### config.mk
export PLATFORM = sky130hd
export DESIGN_NAME = bcd_conv_seq
export DESIGN_NICKNAME = d
export VERILOG_FILES = /design/src/rtl/bcd_pkg.sv /design/src/rtl/bcd_digit_adj.sv /design/src/rtl/bcd_conv_seq.sv
export SDC_FILE = /design/constraint.sdc
export NUM_CORES = 1
export LEC_CHECK = 0
export CAP_MARGIN = 40
export CORE_ASPECT_RATIO = 0.75
export CORE_MARGIN = 2
export CORE_UTILIZATION = 35
export DETAILED_ROUTE_END_ITERATION = 12
export SYNTH_ARGS = -nofsm -noshare
export SYNTH_HDL_FRONTEND = slang
export SYNTH_SLANG_ARGS = --single-unit
### constraint.sdc
create_clock -name clk -period 1.8 [get_ports clk]
set_input_delay 0.36 -clock clk [delete_from_list [all_inputs] [get_ports clk]]
set_output_delay 0.36 -clock clk [all_outputs]
set_load 0.02 [all_outputs]
### src/rtl/bcd_pkg.sv
// Shared types and constants for the sequential binary-to-BCD converter.
package bcd_pkg;

  typedef logic [3:0] digit_t;

  typedef enum logic [1:0] {IDLE, SHIFT, DONE} state_e;

  localparam int unsigned ADD3_THRESH = 5;

  // Decimal digits needed for 2^width-1: floor(width*log10(2))+1.
  function automatic int bcd_req_digits(input int width);
    return (width * 30103) / 100000 + 1;
  endfunction

endpackage

### src/rtl/bcd_digit_adj.sv
// Double-dabble digit cell: adds 3 to a BCD digit that is 5 or more (4-bit wrap).
module bcd_digit_adj
  import bcd_pkg::*;
(
  input  digit_t d_i,
  output digit_t d_o
);

  assign d_o = (d_i >= digit_t'(ADD3_THRESH)) ? d_i + digit_t'(3) : d_i;

endmodule

### src/rtl/bcd_conv_seq.sv
// Sequential binary-to-BCD converter, one double-dabble step per clock.
// Define BCD_BLANK_EN to drive blank_mask with leading-zero flags.
module bcd_conv_seq
  import bcd_pkg::*;
#(
  parameter int WIDTH  = 32,
  parameter int DIGITS = 10
) (
  input  logic                  clk,
  input  logic                  rst_n,
  input  logic                  in_valid,
  output logic                  in_ready,
  input  logic [WIDTH-1:0]      in_bin,
  input  logic                  abort,
  output logic                  out_valid,
  input  logic                  out_ready,
  output logic [4*DIGITS-1:0]   out_bcd,
  output logic [DIGITS-1:0]     blank_mask,
  output logic                  busy
);

  localparam int CW = $clog2(WIDTH + 1);

  if (DIGITS < bcd_req_digits(WIDTH)) begin : g_bad_digits
    $error("bcd_conv_seq: DIGITS too small to hold 2^WIDTH-1");
  end

  state_e                state_q, state_d;
  logic [WIDTH-1:0]      bin_q, bin_d;
  logic [4*DIGITS-1:0]   bcd_q, bcd_d, bcd_adj;
  logic [CW-1:0]         cnt_q, cnt_d;

  for (genvar g = 0; g < DIGITS; g++) begin : g_adj
    bcd_digit_adj u_adj (
      .d_i (bcd_q[4*g +: 4]),
      .d_o (bcd_adj[4*g +: 4])
    );
  end

  always_comb begin
    state_d = state_q;
    bin_d   = bin_q;
    bcd_d   = bcd_q;
    cnt_d   = cnt_q;
    if (abort) begin
      state_d = IDLE;
      bcd_d   = '0;
    end else begin
      case (state_q)
        IDLE: if (in_valid) begin
          bin_d   = in_bin;
          bcd_d   = '0;
          cnt_d   = '0;
          state_d = SHIFT;
        end
        SHIFT: begin
          {bcd_d, bin_d} = {bcd_adj, bin_q} << 1;
          cnt_d          = cnt_q + CW'(1);
          if (cnt_q == CW'(WIDTH - 1)) state_d = DONE;
        end
        DONE: if (out_ready) state_d = IDLE;
        default: state_d = IDLE;
      endcase
    end
  end

  always_ff @(posedge clk or negedge rst_n) begin
    if (!rst_n) begin
      state_q <= IDLE;
      bin_q   <= '0;
      bcd_q   <= '0;
      cnt_q   <= '0;
    end else begin
      state_q <= state_d;
      bin_q   <= bin_d;
      bcd_q   <= bcd_d;
      cnt_q   <= cnt_d;
    end
  end

  assign in_ready  = (state_q == IDLE);
  assign busy      = (state_q == SHIFT);
  assign out_valid = (state_q == DONE);
  assign out_bcd   = out_valid ? bcd_q : '0;

`ifdef BCD_BLANK_EN
  // Walk down from the top digit; digit 0 is never blanked so zero shows "0".
  logic zero_hi;
  always_comb begin
    zero_hi    = 1'b1;
    blank_mask = '0;
    for (int k = DIGITS - 1; k >= 1; k--) begin
      zero_hi       = zero_hi & (out_bcd[4*k +: 4] == 4'd0);
      blank_mask[k] = zero_hi & out_valid;
    end
  end
`else
  assign blank_mask = '0;
`endif

endmodule

==> out/results.txt, run 1 <==
Initial antenna violation count: 0
Met1 usage: 0.236
Final Hold Fails: 0
Crit Reg-Reg Startpoint: state_q[0]$_DFFE_PN0P_
TNS Setup: -473 ps
Antenna Nets Post-Route: 0
Commonest cells after routing, fill and taps aside: dfrtp_1, o21ai_0, inv_1
Max Fclk: 545 MHz
Total CTS buffers: 9
Maximum fanout along the worst path: 10
Fin cells: 779
Core area: 13,800 sq um
Internal cell power: 0.00379 W
Crit path capture type: output port
Root Buffer: clkbuf_16
Yosys cell types: 39
Die X: 142 um
Max Clock Skew: 6.52 ps
Pre-CTS WS: -111 ps
Placed cell areas: 6060 sq um
Final Max Tran Viols: 0
Switching share of power: 0.247
CTS sink count: 80
Comb power frac: 0.143
Diodes inserted: 0
Final Worst Setup Slack: -36.1 ps
Later-pin clock latency in the skew report: 340 ps
Power density over the cells: 762 nW/um^2
Status: complete, but fails checks
Final Util: 0.478
Vias in the first global route: 4,195
Placed cell count: 758
Initial Util: 0.360
Max-cap viol count: 0
GR Layer Usage met2: 0.275
GRT overflow: 0
CTS H-tree depth: 3
I/O Buffers: 79
Maximum vdd drop: 0.495 mV
Top cell type's share of synthesized area: 0.403
Worst min path class: primary input to asynchronous set/reset pin
Avg WL per Cell: 16.3 um
Clk buf depth: 2
Synth Area per Inst: 9.62 sq um
Total die area: 15,200 sq um
CP required: 1440 ps
Cell taking the most area after synthesis: dfrtp_1
Via-per-instance ratio: 5.37
Worst Setup Start Kind: flip-flop
Area grow syn2layout: 32.9%
Syn. warnings: 0
Flops & latches, synth: 80
Grt met3 use: 0.0335
Flop pwr share: 0.407
FP Rows: 37
Crit path DAT: 1480 ps
1st-iter DRT viols: 328
Critical Path Start: state_q[0]$_DFFE_PN0P_
Worst reg2reg path depth: 5
Final setup viols: 19
Cells after Synth: 516
Clock power share: 0.449
Failing checks: setup timing
Commonest non-fill, non-tap cell in the layout: dfrtp_1
GR peak layer: met2
CTS tree: done
Dominant cells by area after synthesis: dfrtp_1, o21ai_0, mux2i_1, ha_1, and2_1
DR pass1 iterations: 6
# hold bufs at CTS: 0
Hpwl dp: 8300 um
Clk slew on worst S/H paths: 60 ps
# IOs: 90
Pleak: 2.75 nW
Period utilization: 1.02
GRT Total Usage: 0.173
Final Critical Period: 1840 ps
Die height: 107 um
Share of cells above drive strength 1: 0.214
First-pass GRT wire length: 21,000 um
Fillers: 1,264
Largest net degree at the start of global routing: 81
RSZ-0062 raised after global routing: true
Register area share after synthesis: 0.403
Vias: 4,184
Layout Nets: 657
Sw power: 0.00124 W
Post-Route WL: 12,700 um
Synthesized area: 4970 sq um
Reg2Reg Setup Slack: 160 ps
DRC errors left: 0
Final Cell Area: 6600 sq um
CP Class: flip-flop to output port
GPL Wtd Cong: 0.804
RR Endpoint: bcd_q[39]$_DFFE_PN0P_
-- critical path, stage by stage, from the launching register on --
cell     delay (ps)
dfrtp_1         410
nor2b_4         190
buf_12          150
buf_16          130
and2_4          150
buf_6           110
-- per-stage QoR --
| step | hold WS (ps) | power (W) |
|---|---|---|
| 2_1_floorplan | 64.4 | 0.00251 |
| 3_3_place_gp | 428 | 0.00279 |
| 3_5_place_dp | 432 | 0.00281 |
| 4_1_cts | 67.3 | 0.00510 |
| 5_1_grt | 68.7 | 0.00527 |
| 6_report | 36.6 | 0.00503 |
-- power by group through the flow --
stage	registers (W)	logic [W]	clock network, W
6_report	0.00205	0.000720	0.00226
3_3_place_gp	0.00207	0.000717	0
3_5_place_dp	0.00208	0.000733	0
5_1_grt	0.00207	0.000798	0.00240
2_1_floorplan	0.00206	0.000458	0
4_1_cts	0.00205	0.000732	0.00232
-- cells by family after synthesis --
logic type / after synthesis / share of synthesized area
adders and majority gates: 21 / 0.0529
AOI/OAI and AO/OA: 163 / 0.236
xor gates and xnor gates: 9 / 0.0159
and+or+nand+nor: 121 / 0.140
DFF: 80 / 0.403
buffers and inverters: 88 / 0.0852
other: 1 / 0.000755
muxes: 33 / 0.0665
-- synthesized netlist by cell type --
library cell and n:
buf_2 11, inv_1 43, nor3b_2 1, nand3_1 30
nor4_1 2, clkbuf_1 13, ha_1 21, nor2_1 1
nor2b_1 11, or3b_1 1, or2b_1 3, or4b_2 1
or3_1 1, o31ai_1 11, a22o_1 2, o21ba_2 1
a21oi_1 3, and3_1 1, o21a_1 10, o21ai_0 74
or4_1 2, o32ai_1 1, nand2b_1 10, o211ai_1 19
xnor2_1 9, o311ai_1 1, o2111ai_1 20, buf_4 15
o32ai_2 9, buf_6 3, nand4_1 1, a32o_1 11
buf_1 3, o21bai_1 1, conb_1 1, mux2i_1 33
and2_1 40, nand2_1 16, dfrtp_1 80
-- final cells by class --
class,count,area [sq um],area share
Sequential cell,80,2000,0.303
Inverter,43,161,0.0245
Timing Repair Buffer,108,1190,0.180
Multi-Input combinational cell,357,2660,0.403
Clock inverter,7,144,0.0218
Clock buffer,9,225,0.0341
Tap cell,175,219,0.0332
-- sequential cells by signal, summed over array words and instances (netlist names) --
name,count
bin_q,32
cnt_q,6
state_q,2
bcd_q,40
-- repair_timing --
action,CTS,global route
gates resized for setup,212,62
gates cloned,2,0
pin swaps,1,1
buffers inserted,2,1
endpoints found under the setup margin,43,42
-- worst max path at each step --
stage	slack [ps]	to	cells after the start
after floorplan	100	out_bcd[30]	3
after global placement	-80	cnt_q[5]$_DFFE_PN0P_	4
after detailed placement	-110	cnt_q[5]$_DFFE_PN0P_	4
after CTS	-80	out_bcd[12]	5
after global routing	-90	out_bcd[12]	5
final	-40	out_bcd[6]	5
-- routing by layer --
| layer | share of wire | vias up | routed length (um) |
|---|---|---|---|
| met4 | 0.020 | 0 | 259 |
| met3 | 0.048 | 24 | 615 |
| met5 | 0 | - | 0 |
| met2 | 0.46 | 101 | 5850 |
| met1 | 0.47 | 2048 | 5980 |
| li1 | - | 2011 | - |
No activity file was read; power rests on OpenSTA's default activity.
==> inputs of run 2 (changes only) <==
--- a/config.mk
+++ b/config.mk
@@ -9,6 +9,7 @@
 export CORE_ASPECT_RATIO = 0.75
 export CORE_MARGIN = 2
 export CORE_UTILIZATION = 35
+export CTS_CLUSTER_DIAMETER = 80
 export DETAILED_ROUTE_END_ITERATION = 12
 export SYNTH_ARGS = -nofsm -noshare
 export SYNTH_HDL_FRONTEND = slang
==> results of run 2 <==
Final layout, timing and power as in run 1 (identical DEF).
==> inputs of run 3 (changes only) <==
--- a/config.mk
+++ b/config.mk
@@ -8,9 +8,10 @@
 export CAP_MARGIN = 40
 export CORE_ASPECT_RATIO = 0.75
 export CORE_MARGIN = 2
-export CORE_UTILIZATION = 35
+export CORE_UTILIZATION = 50
 export CTS_CLUSTER_DIAMETER = 80
 export DETAILED_ROUTE_END_ITERATION = 12
+export PLACE_DENSITY = 0.77
 export SYNTH_ARGS = -nofsm -noshare
 export SYNTH_HDL_FRONTEND = slang
 export SYNTH_SLANG_ARGS = --single-unit
==> out/results.txt, run 3 (synthesis gave the netlist of run 1 again) <==
Diodes inserted: 0 (unchanged)
Avg WL per Cell: 16.4 um (+0.50%)
First-pass GRT wire length: 20,000 um (-4.8%)
Pleak: 2.68 nW (-2.6%)
Crit path DAT: 1450 ps (-30 ps)
Maximum vdd drop: 0.474 mV (-4.3%)
CTS tree: done
Later-pin clock latency in the skew report: 340 ps (about the same)
Worst Setup Start Kind: flip-flop
CP required: 1440 ps (about the same)
Commonest cells after routing, fill and taps aside: dfrtp_1, o21ai_0, inv_1
Die X: 119 um (-16%)
1st-iter DRT viols: 279 (-15%)
Antenna Nets Post-Route: 0 (unchanged)
Final Critical Period: 1810 ps (-30.5 ps)
Die height: 90.3 um (-16%)
Final Worst Setup Slack: -5.56 ps (+30.5 ps)
Initial Util: 0.514 (+0.154)
Max Fclk: 554 MHz (+1.7%)
Commonest non-fill, non-tap cell in the layout: dfrtp_1
CTS H-tree depth: 3 (unchanged)
Power density over the cells: 731 nW/um^2 (-4.1%)
Final setup viols: 6 (-13)
Area grow syn2layout: 27.6%
Fillers: 732 (-42%)
Root Buffer: clkbuf_16
Worst slew margin: 0.652
Sw power: 0.00127 W (+2.3%)
DR pass1 iterations: 5 (-1)
FP Rows: 31 (-16%)
Internal cell power: 0.00336 W (-11%)
Clk slew on worst S/H paths: 70 ps (about the same)
Comb power frac: 0.152 (+0.009)
Flop pwr share: 0.443 (+0.036)
RR Endpoint: state_q[1]$_DFFE_PN0P_
Top Registers: bcd_q: 40 flops, bin_q: 32 flops, cnt_q: 6 flops
Max-cap viol count: 0 (unchanged)
Max reg flops: 40 (unchanged)
Max Clock Skew: 6.57 ps (+0.0470 ps)
Core area: 9660 sq um (-30%)
Hold_ws: 483 ps (+446 ps)
Total CTS buffers: 9 (unchanged)
Final Max Tran Viols: 0 (unchanged)
Footprint of the multi-input gates: 2660 sq um (-0.28%)
Period utilization: 1.00 (-0.0170)
I/O Buffers: 79 (unchanged)
Crit Reg-Reg Startpoint: state_q[1]$_DFFE_PN0P_
Share of cells above drive strength 1: 0.204 (-0.00926)
Switching share of power: 0.275 (+0.0275)
CTS sink count: 80 (unchanged)
Worst reg2reg path depth: 5 (unchanged)
TNS Setup: -12.9 ps (+460 ps)
Via-per-instance ratio: 5.77 (+7.3%)
Reg2Reg Setup Slack: 140 ps (-20 ps)
RSZ-0062 raised after global routing: true
GRT Total Usage: 0.226 (+0.0529)
Largest net degree at the start of global routing: 50 (-38%)
Largest Register: bcd_q
Hold Startpoint: abort
Final Cell Area: 6340 sq um (-4.0%)
CP Class: flip-flop to output port
Failing checks: setup timing
Clock power share: 0.405 (-0.044)
Final Hold Fails: 0 (unchanged)
Post-Route WL: 12,000 um (-5.3%)
Status: complete, but fails checks
Hpwl dp: 7870 um (-5.2%)
Maximum fanout along the worst path: 10 (unchanged)
Initial antenna violation count: 0 (unchanged)
GRT overflow: 0 (unchanged)
Total die area: 10,800 sq um (-29%)
Worst min path class: primary input to flip-flop
Clk buf depth: 2 (unchanged)
Total power: 0.00463 W (-7.9%)
Vias: 4,232 (+1.1%)
Hold endpoint: bin_q[3]$_DFFE_PN0P_
DRC errors left: 0 (unchanged)
Vias in the first global route: 4,165 (-0.72%)
Slew @ Worst Pin: 521 ps
GPL Wtd Cong: 0.818 (+1.8%)
Min-Delay Path Depth: 3
Placed cell areas: 5960 sq um (-1.6%)
Crit path capture type: output port
Layout Nets: 655 (-0.30%)
# IOs: 90 (unchanged)
FF+latch area: 2000 sq um (unchanged)
[run 3: changes by cell type in the layout (fill, tap and decap cells not counted), moves of 3 or more]
cell       previous run  this run
bufinv_16             4         1
buf_12               10         5
and2_1               16        19
buf_4                22        37
and2_4               24        21
buf_6                36        24
[run 3: what timing repair did]
item                                   CTS  global route
setup endpoints to repair               43            41
endpoints found under the hold margin   31             0
pin swaps                                0             2
buffers inserted                         2             1
hold buffers                             1             0
resized for setup                      230            28
cloned                                   2             0
[run 3: per-stage QoR]
stage / setup slack, ps / utilization / std cells
global placement: -70.4 / 0.617 / 714
CTS: -37.7 / 0.653 / 735
global route: -54.2 / 0.656 / 734
finish: -5.56 / 0.656 / 734
floorplan: 102 / - / 525
detailed placement: -79.9 / 0.617 / 714
[run 3: cell type report]
cell class,instances,share of cell area
Sequential cell,80,0.316
Multi-Input combinational cell,357,0.419
Clock inverter,7,0.0122
Inverter,43,0.0255
Tap cell,132,0.0261
Clock buffer,9,0.0355
Timing Repair Buffer,106,0.166
[run 3: critical path: stages (launching register included)]
cell	delay, ps
dfrtp_1	410
nor2b_4	180
buf_6	140
buf_16	120
and2_4	140
buf_6	110
[run 3: power by group through the flow]
stage / Combinational [W] / Clock (W) / Sequential, W
after global placement: 0.000680 / 0 / 0.00207
after floorplan: 0.000458 / 0 / 0.00206
final: 0.000704 / 0.00187 / 0.00205
after CTS: 0.000705 / 0.00189 / 0.00205
after global routing: 0.000776 / 0.00196 / 0.00207
after detailed placement: 0.000703 / 0 / 0.00208
[run 3: how the worst max path moves through the flow]
stage                           startpoint              endpoint  slack (ps)
finish              state_q[0]$_DFFE_PN0P_           out_bcd[37]          -6
global route        state_q[0]$_DFFE_PN0P_           out_bcd[37]         -50
CTS                 state_q[0]$_DFFE_PN0P_           out_bcd[28]         -40
detailed placement                in_valid  cnt_q[4]$_DFFE_PN0P_         -80
global placement    state_q[0]$_DFFE_PN0P_            out_bcd[1]         -70
floorplan           state_q[1]$_DFFE_PN0P_           out_bcd[30]         100
[run 3: metal layers]
metal  share of wire  track usage
met2            0.48        0.379
met4           0.011       0.0665
met3           0.048       0.0328
met1            0.46        0.306
met5               0            0
